`src/rtl/cond_flag_unit.sv`:
```
// cond_flag_unit: execute-stage condition evaluation and NZCV flag register.
// Evaluates each instruction's condition field against the committed flags,
// gates the PC/register/memory write enables, keeps a shadow copy of the flags
// for exception entry/return and a sticky illegal-condition indicator.
// Optional statistics counters are enabled by defining COND_STATS_EN.
module cond_flag_unit #(
  parameter logic [3:0]  RESET_FLAGS = 4'b0000,
  parameter int unsigned STAT_W      = 16
) (
  input  logic              clk,
  input  logic              rst_n,
  input  logic              Valid,
  input  logic              Stall,
  input  logic              Flush,
  input  logic [3:0]        Cond,
  input  logic [3:0]        ALUFlags,
  input  logic [1:0]        FlagW,
  input  logic              PCS,
  input  logic              RegW,
  input  logic              MemW,
  input  logic              NoWrite,
  input  logic              ExcEnter,
  input  logic              ExcReturn,
  output logic              CondEx,
  output logic              PCSrc,
  output logic              RegWrite,
  output logic              MemWrite,
  output logic [3:0]        Flags,
  output logic [3:0]        SFlags,
  output logic              CondIllegal,
  output logic [STAT_W-1:0] ExecCnt,
  output logic [STAT_W-1:0] SquashCnt
);

  typedef enum logic [3:0] {
    C_EQ = 4'h0, C_NE = 4'h1, C_CS = 4'h2, C_CC = 4'h3,
    C_MI = 4'h4, C_PL = 4'h5, C_VS = 4'h6, C_VC = 4'h7,
    C_HI = 4'h8, C_LS = 4'h9, C_GE = 4'hA, C_LT = 4'hB,
    C_GT = 4'hC, C_LE = 4'hD, C_AL = 4'hE, C_NV = 4'hF
  } cond_e;

  logic [3:0] flags_q;
  logic [3:0] sflags_q;
  logic       illegal_q;
  logic       commit;
  logic       cond_ex;
  logic       fn, fz, fc, fv;
  cond_e      cond;

  assign {fn, fz, fc, fv} = flags_q;
  assign cond   = cond_e'(Cond);
  assign commit = Valid & ~Stall & ~Flush;

  // Condition check against the registered flags only (no bypass of ALUFlags)
  always_comb begin
    cond_ex = 1'b0;
    unique case (cond)
      C_EQ: cond_ex = fz;
      C_NE: cond_ex = ~fz;
      C_CS: cond_ex = fc;
      C_CC: cond_ex = ~fc;
      C_MI: cond_ex = fn;
      C_PL: cond_ex = ~fn;
      C_VS: cond_ex = fv;
      C_VC: cond_ex = ~fv;
      C_HI: cond_ex = fc & ~fz;
      C_LS: cond_ex = ~fc | fz;
      C_GE: cond_ex = (fn == fv);
      C_LT: cond_ex = (fn != fv);
      C_GT: cond_ex = ~fz & (fn == fv);
      C_LE: cond_ex = fz | (fn != fv);
      C_AL: cond_ex = 1'b1;
      C_NV: cond_ex = 1'b0;
      default: cond_ex = 1'b0;
    endcase
  end

  // Downstream enables: zero-latency gating by commit and condition result
  always_comb begin
    CondEx   = cond_ex;
    PCSrc    = commit & cond_ex & PCS;
    RegWrite = commit & cond_ex & RegW & ~NoWrite;
    MemWrite = commit & cond_ex & MemW;
  end

  // Flag and shadow-flag registers; exception entry beats return, and both
  // take priority over the instruction's own flag write
  always_ff @(posedge clk or negedge rst_n) begin
    if (!rst_n) begin
      flags_q  <= RESET_FLAGS;
      sflags_q <= RESET_FLAGS;
    end else if (ExcEnter) begin
      sflags_q <= flags_q;
    end else if (ExcReturn) begin
      flags_q <= sflags_q;
    end else if (commit && cond_ex) begin
      if (FlagW[1]) flags_q[3:2] <= ALUFlags[3:2];
      if (FlagW[0]) flags_q[1:0] <= ALUFlags[1:0];
    end
  end

  // Sticky illegal-condition flag, set only by a committing Cond=F
  always_ff @(posedge clk or negedge rst_n) begin
    if (!rst_n) begin
      illegal_q <= 1'b0;
    end else if (commit && (cond == C_NV)) begin
      illegal_q <= 1'b1;
    end
  end

  assign Flags       = flags_q;
  assign SFlags      = sflags_q;
  assign CondIllegal = illegal_q;

`ifdef COND_STATS_EN
  logic [STAT_W-1:0] exec_q;
  logic [STAT_W-1:0] squash_q;

  // Saturating counters of committed passed / failed instructions
  always_ff @(posedge clk or negedge rst_n) begin
    if (!rst_n) begin
      exec_q   <= '0;
      squash_q <= '0;
    end else if (commit) begin
      if (cond_ex && (exec_q != '1))
        exec_q <= exec_q + 1'b1;
      if (!cond_ex && (squash_q != '1))
        squash_q <= squash_q + 1'b1;
    end
  end

  assign ExecCnt   = exec_q;
  assign SquashCnt = squash_q;
`else
  assign ExecCnt   = '0;
  assign SquashCnt = '0;
`endif

endmodule

```
`config.mk`:
```
export PLATFORM = sky130hd
export DESIGN_NAME = cond_flag_unit
export DESIGN_NICKNAME = d
export VERILOG_FILES = /design/src/rtl/cond_flag_unit.sv
export SDC_FILE = /design/constraint.sdc
export NUM_CORES = 1
export LEC_CHECK = 0
export BUFFER_PORTS_ARGS = -buffer_cell sky130_fd_sc_hd__buf_2
export CORE_MARGIN = 5
export CORE_UTILIZATION = 43
export DETAILED_ROUTE_END_ITERATION = 6
export PLACE_DENSITY = 0.85
export SYNTH_ARGS = -nofsm -noshare
export SYNTH_HDL_FRONTEND = slang
export SYNTH_SLANG_ARGS = --single-unit
```
`constraint.sdc`:
```
create_clock -name clk -period 4.61 [get_ports clk]
set_input_delay 0.461 -clock clk [delete_from_list [all_inputs] [get_ports clk]]
set_output_delay 0.461 -clock clk [all_outputs]
set_load 0.02 [all_outputs]
```
# Yosys cells after proc, flatten, opt, wreduce, memory -nomap -nowiden
# Index checks and enable logic that the tools add are counted.
[word_totals] reg_bits=9 in_bits=21 output_inout_bits=45
[classes] n_eq_ne=17 mux=5 bitwise_logic=19 reduce_logical=8
[ops] cell="4-bit equality test, second input constant" n=8
[ops] cell="4-bit by 3-bit equality test with 1-bit output, second input constant" n=4
[ops] cell="1-bit one-hot mux with 16 select lines" n=1
[ops] cell="1-bit AND" n=9
[ops] cell="4-bit by 2-bit equality test with 1-bit output, second input constant" n=2
[ops] cell="4-bit two-way mux" n=2
[ops] cell="1-bit NOT" n=8
[ops] cell="3-bit AND reduction" n=2
[ops] cell="2-bit nonzero test" n=3
[ops] cell="4-bit by 1-bit equality test with 1-bit output, second input constant" n=1
[ops] cell="4-bit logical NOT" n=1
[ops] cell="2-bit two-way mux" n=2
[ops] cell="1-bit logical AND" n=2
[ops] cell="1-bit bitwise OR" n=2
[ops] cell="1-bit equality test" n=1
[ops] cell="1-bit != test" n=1

# Depth between registers and ports, before layout
# Gate-level depths: netlist of run 1.
[depth] ltp_word=6 depth_mapped=7

# Worst setup path before layout of run 1
# Ideal clock, no wire load.
[synth_timing] path_type="input-to-output" start="in Cond[3]" end="out RegWrite" arrival_time_ps=1816 path_slack_ps=2333 cell_stages=7 path_buffers=1 cell_sequence="buf_2 -> or2_2 -> o21ai_0 -> o221ai_1 -> o311a_4 -> nor3_1 -> and3b_1"
[synth_via] elab_chain_cells=5
[synth_lines] element="from (decl)" line="15" text="input logic [3:0] Cond,"
[synth_lines] element="4-bit equality test (tied with other cells)" line="57" text="unique case (cond)"
[synth_lines] element="1-bit one-hot mux with 16 select lines *" line="57"
[synth_lines] element="1-bit AND * (3 in series)" line="82" text="RegWrite = commit & cond_ex & RegW & ~NoWrite;"
[synth_lines] element="to (decl)" line="26" text="output logic RegWrite,"
# Every way passes the cells marked *; elsewhere a longest branch is shown, timed or not.

# Worst setup path in the final report of run 1
[layout_timing] start="reg flags_q[2] (netlist: Flags[2])" end="out RegWrite"
[layout_via] elab_chain_cells=6
[layout_lines] element="from (decl)" line="42" text="logic [3:0] flags_q;"
[layout_lines] element="from (signal assigned)" line="95" text="flags_q <= sflags_q;"
[layout_lines] element="from (signal assigned)" line="97" text="if (FlagW[1]) flags_q[3:2] <= ALUFlags[3:2];"
[layout_lines] element="1-bit NOT" line="59, 66, 70"
[layout_lines] element="1-bit AND (on tied branches)" line="70, 66"
[layout_lines] element="1-bit one-hot mux with 16 select lines *" line="57"
[layout_lines] element="1-bit AND * (3 in series)" line="82"
# Marks and branches as above.

==> impl_metrics.yaml, run 1 <==
sta:
  period_needed_ns: 2.58
  final_max_slew_viol_count: 0
  fin_crit_sh_pct: 56.0
  tightest_slew_ns: 0.515
  timing.hold.ws_ns: 0.0359
  fmax_ghz: 0.387
  hold_viol: 0
  fin_skew_ns: 0.00133
  slew_headroom_pct: 65.3
  fin_setup_tns_ns: 0
  setup_violations: 0
  grt_setup_unrepaired: "no"
logic_synthesis:
  avgSynthCellArea_um2: 9.59
  yosys.area.top_type_share_pct: 27.2
  synth_edf_count: 0
  ys_types: 31
  synth_seq_area_share_pct: 25.5
  synth-main-ff-cell: "dfrtp_1"
  synth_area_leaders: "buf_4, dfrtp_1, mux2_2, o311a_4, or4b_2"
  netlist_area_um2: 882
  yosysMostFrequentCell: "buf_4"
  synth-seq-cells: 9
  synth-async-reset-ratio_pct: 100
  yosys.area.top_type: "buf_4"
  yosysWarnings: 0
  syn_inst: 92
  synth_common_cells: "buf_4, mux2_2, dfrtp_1"
die:
  core_mm2: 0.00196
  die-area_mm2: 0.00306
  io_pins: 66
  rows: 16
  die_w_um: 55.3
  start_util_pct: 45.0
  die_h_um: 55.3
critical_path:
  crit_family: "simple AND/OR/NAND/NOR gates"
  worstSetupPathType: "flip-flop to primary output"
  worst-path-max-fanout: 7
  path_buf_inv: 1
  critPathMostFrequentCell: "and3b_1"
  worstSetupEndpointType: "primary output"
  setup.worst_path.start_class: "flip-flop"
  cpPeakStageDelay_ns: 0.46
  crit_required_ns: 4.15
  crit_slowest_cell: "dfrtp_1"
  arrival_ns: 2.12
  crit_chain: "and3b_1 -> a22oi_2 -> xnor2_1 -> o311a_4 -> nor3_1 -> and3b_1 -> buf_2"
clocking:
  cts-resized-gates: 0
  clock_latency_ns: 0.26
  cts_inserted_buffers: 3
  ctsHoldBuffers: 0
  clk_pin_slew_ns: 0.06
  cts-htree-levels: 1
  cts_setup_buffers: 0
  cts_tree: "done"
  cts_sinks: 9
  clk_path_buf_depth: 2
  cts-root-buf: "clkbuf_4"
placed_design:
  dp.final_hpwl_mm: 1.58
  io_buffers: 33
  gp_congestion: 0.729
power:
  p_comb_share_pct: 48.7
  p_switching_uw: 173
  power.internal_uw: 221
  seqPwrFrac_pct: 35.8
  leakagePower_nw: 0.507
  switching_share_pct: 43.9
  power_density_mw_per_mm2: 402
  ir_drop_mv: 0.262
  clock_power_share_pct: 15.5
flow_run:
  maxCapViolations: 0
drt:
  vias: 697
  dr.first_iter.drc_count: 10
  firstDrtPassIters: 3
  vias_per_cell: 4.53
  ant_nets: 0
  route.detailed.drc: 0
  routed_wl_mm: 1.83
  routedWlPerCell_um: 11.9
final_layout:
  drive_above_1_share_pct: 43.3
  fillers: 209
  diodes: 0
  nNetsFinal: 149
  syn2layout_area_growth_pct: 10.9
grt:
  grt_use_total_pct: 11.6
  grt_pass1_vias: 690
  overflow: 0
  grt_pass1_wl_mm: 2.95
  grt_max_degree: 10
  antenna_found_initial: 0
run_status:
  status: "complete, no violations"
hold_path:
  min_path_type: "input port to asynchronous set/reset pin"
cell families after synthesis:
kind of cell              share of synthesized area [%]
and+or+nand+nor                                    14.6
xor gates and xnor gates                           2.98
other                                             0.425
AOI/OAI and AO/OA                                  12.5
muxes                                              15.3
DFF                                                25.5
buffers and inverters                              28.7
per-layer routing:
layer / track usage (%) / up-vias / share of wire (%)
li1: - / 326 / -
met1: 11.7 / 324 / 36
met2: 21.6 / 44 / 49
met3: 2.80 / 3 / 13
met4: 6.25 / 0 / 1.6
met5: 0 / - / 0
cell type report:
type	count	area, um^2	area share [%]
well taps	27	33.8	3.45
repair buffers	33	165	16.9
clock buffers	4	26.3	2.69
inverters	2	7.51	0.767
flip-flops and latches	9	225	23.0
multi-input cells	79	520	53.2
power by group through the flow:
stage                     sequential [mW]  combinational, mW  clock, mW
after CTS                           0.141              0.193     0.0630
final                               0.141              0.192     0.0611
after global placement              0.139              0.189          0
after detailed placement            0.143              0.193          0
after floorplan                     0.169              0.125          0
after global routing                0.148              0.209     0.0668
final timing paths:
kind	start	end	cells after the start	slack [ns]
worst max-delay path	Flags[2]$_DFFE_PN0P_	RegWrite	7	2.03
min in group clk	CondIllegal$_DFFE_PN0P_	CondIllegal$_DFFE_PN0P_	1	0.48
max in group asynchronous	rst_n	Flags[1]$_DFFE_PN0P_	1	4.40
worst min register to register	CondIllegal$_DFFE_PN0P_	CondIllegal$_DFFE_PN0P_	1	0.48
worst min-delay path	rst_n	Flags[3]$_DFFE_PN0P_	1	0.04
worst max register to register	Flags[2]$_DFFE_PN0P_	Flags[0]$_DFFE_PN0P_	6	2.70
registers in the layout (all words and copies together) (netlist names):
register / flops
CondIllegal: 1
Flags: 4
SFlags: 4
through the flow:
step	setup slack, ns	utilization [%]	total power, mW	std cells	cell area (um^2)
after global routing	1.80	49.9	0.423	154	978
after CTS	2.02	49.9	0.398	154	978
after floorplan	2.33	-	0.294	123	998
final	2.03	49.9	0.394	154	978
after global placement	2.24	48.5	0.328	150	952
after detailed placement	2.14	48.5	0.335	150	952
placed cells by master (no fill, tap or decap), types with 2 or more instances in the layout:
cell type and n:
and2_1 2, conb_1 32, or4b_2 2, o21ai_2 2, nor2_1 2, xnor2_1 2, clkbuf_4 3, mux2_2 12
a21oi_1 3, buf_2 33, o21ai_0 2, nand2b_1 2, and3b_1 2, inv_1 2, dfrtp_1 9
(Power assumes the default switching activity.)
==> run 2, diff against run 1 <==
--- a/config.mk
+++ b/config.mk
@@ -7,9 +7,9 @@
 export LEC_CHECK = 0
 export BUFFER_PORTS_ARGS = -buffer_cell sky130_fd_sc_hd__buf_2
 export CORE_MARGIN = 5
-export CORE_UTILIZATION = 43
+export CORE_UTILIZATION = 40
 export DETAILED_ROUTE_END_ITERATION = 6
-export PLACE_DENSITY = 0.85
+export PLACE_DENSITY = 0.8
 export SYNTH_ARGS = -nofsm -noshare
 export SYNTH_HDL_FRONTEND = slang
 export SYNTH_SLANG_ARGS = --single-unit
==> constraint.sdc (replaced) <==
create_clock -name clk -period 2.55 [get_ports clk]
set_input_delay 0.255 -clock clk [delete_from_list [all_inputs] [get_ports clk]]
set_output_delay 0.255 -clock clk [all_outputs]
set_load 0.02 [all_outputs]
==> run 2 against run 1 <==
Wire length decreased by 0.16%; cell count increased by 1.3%; die area increased by 6.1%; total power increased by 82%; via count decreased by 0.43%; setup slack got worse by 1.8 ns; largest power group unchanged; combinational power increased by 83%; clock skew increased by 0.00089 ns; global-route usage decreased by 1.8 points; worst hold slack improved by 0.29 ns.
==> impl_metrics.yaml, run 2 (synthesized netlist as in run 1, its figures left out) <==
critical_path:
  cpPeakStageDelay_ns: 0.47
  crit_chain: "xnor2_1 -> a22oi_2 -> xnor2_1 -> o311a_4 -> nor3_1 -> and3b_1 -> buf_2"
  worstSetupEndpointType: "primary output"
  setup.worst_path.start: "Flags[3]$_DFFE_PN0P_"
  worst-path-max-fanout: 7
  critPathMostFrequentCell: "xnor2_1"
  rrSetupSlack_ns: 0.66
  crit_family: "flip-flops"
  path_buf_inv: 1
  cp-endpoint: "RegWrite"
  setup.worst_path.start_class: "flip-flop"
  timing.critical_path.depth: 7
  worstSetupPathType: "flip-flop to primary output"
  r2r-end: "Flags[0]$_DFFE_PN0P_"
  ff2ff_path_depth: 6
  crit_required_ns: 2.30
  rr_startpoint: "Flags[3]$_DFFE_PN0P_"
  arrival_ns: 2.11
  crit_slowest_cell: "dfrtp_1"
placed_design:
  dp_slack_ns: 0.451
  io_buffers: 33
  dp.final_hpwl_mm: 1.54
  gp_congestion: 0.785
  dpl_cell_area_um2: 953
die:
  core_mm2: 0.00215
  rows: 17
  die_h_um: 57.0
  die-area_mm2: 0.00324
  io_pins: 66
  die_w_um: 57.0
  start_util_pct: 41.1
power:
  seqPwrFrac_pct: 35.5
  p_comb_share_pct: 48.9
  p_switching_uw: 316
  power.internal_uw: 400
  leakagePower_nw: 0.511
  ir_drop_mv: 0.479
  power.total_uw: 716
  power_density_mw_per_mm2: 724
  switching_share_pct: 44.2
  clock_power_share_pct: 15.6
sta:
  fmax_ghz: 0.423
  setup_violations: 0
  setup_slack_ns: 0.184
  slew_headroom_pct: 64.7
  final_max_slew_viol_count: 0
  grt_setup_unrepaired: "no"
  fin_setup_tns_ns: 0
  period_needed_ns: 2.37
  fin_crit_sh_pct: 92.8
  hold_viol: 0
  fin_skew_ns: 0.00222
  tightest_slew_ns: 0.525
final_layout:
  drive_above_1_share_pct: 43.0
  syn2layout_area_growth_pct: 12.2
  final_cell_mix: "buf_2, conb_1, mux2_2"
  diodes: 0
  fin_area_um2: 990
  fin_util_pct: 46.1
  layout_commonest_cell: "buf_2"
  nNetsFinal: 150
clocking:
  cts_setup_buffers: 0
  cts-resized-gates: 0
  cts_sinks: 9
  clock_latency_ns: 0.26
  cts_tree: "done"
  cts-root-buf: "clkbuf_4"
  cts_inserted_buffers: 3
  cts-htree-levels: 1
  clk_pin_slew_ns: 0.06
  clk_path_buf_depth: 2
flow_run:
  maxCapViolations: 0
drt:
  dr.first_iter.drc_count: 4
  routedWlPerCell_um: 11.7
  vias: 694
  vias_per_cell: 4.45
  ant_nets: 0
  route.detailed.drc: 0
  routed_wl_mm: 1.82
  firstDrtPassIters: 4
grt:
  grt_max_degree: 10
  antenna_found_initial: 0
  overflow: 0
  grt_use_total_pct: 9.80
  grt_pass1_wl_mm: 2.62
  grt_pass1_vias: 626
run_status:
  status: "complete, no violations"
hold_path:
  min_from: "Flush"
  min_path_type: "input port to flip-flop"
  hold-path-cell-count: 3
## run 2: area by class of cell
| type | instances | area (um^2) |
|---|---|---|
| inverter | 2 | 7.51 |
| timing repair buffer | 34 | 175 |
| sequential | 9 | 225 |
| multi-input combinational | 79 | 520 |
| fill | 214 | 1160 |
| tap | 28 | 35.0 |
| clock buffer | 4 | 26.3 |
## run 2: per-stage QoR
step / instances / hold WS, ns
2_1_floorplan: 123 / -0.0406
3_3_place_gp: 151 / 0.113
3_5_place_dp: 151 / 0.118
4_1_cts: 156 / 0.319
5_1_grt: 156 / 0.338
6_report: 156 / 0.322
## run 2: how the worst min path moves through the flow
stage	endpoint	slack [ns]
after floorplan	CondIllegal$_DFFE_PN0P_	-0.04
after global placement	Flags[3]$_DFFE_PN0P_	0.11
after detailed placement	Flags[3]$_DFFE_PN0P_	0.12
after CTS	CondIllegal$_DFFE_PN0P_	0.32
after global routing	CondIllegal$_DFFE_PN0P_	0.34
final	CondIllegal$_DFFE_PN0P_	0.32
## run 2: timing repair
item | in CTS | in global routing
hold buffers | 1 | 0
hold endpoints to repair | 9 | 0
setup endpoints to repair | 0 | 0
## run 2: worst register-to-register path: cells and delay by family, from the launching register on
kind,cells,cell delay [ns]
flip-flops,1,0.47
multiplexers,1,0.35
AO/OA/AOI/OAI,3,0.60
XOR/XNOR,2,0.36
## run 2: power by group through the flow
| stage | Combinational [mW] | Sequential [mW] | Clock, mW |
|---|---|---|---|
| after floorplan | 0.226 | 0.306 | 0 |
| after global placement | 0.345 | 0.253 | 0 |
| after detailed placement | 0.351 | 0.257 | 0 |
| after CTS | 0.353 | 0.255 | 0.117 |
| after global routing | 0.377 | 0.265 | 0.124 |
| final | 0.351 | 0.254 | 0.111 |
## run 2: layer usage
metal	vias up	part of all wire (%)	wire, um	global-route usage [%]
met1	314	37	676	11.1
met2	48	47	862	17.6
met4	0	1.3	24	3.97
met5	-	0	0	0
met3	2	14	258	2.26
li1	330	-	-	-
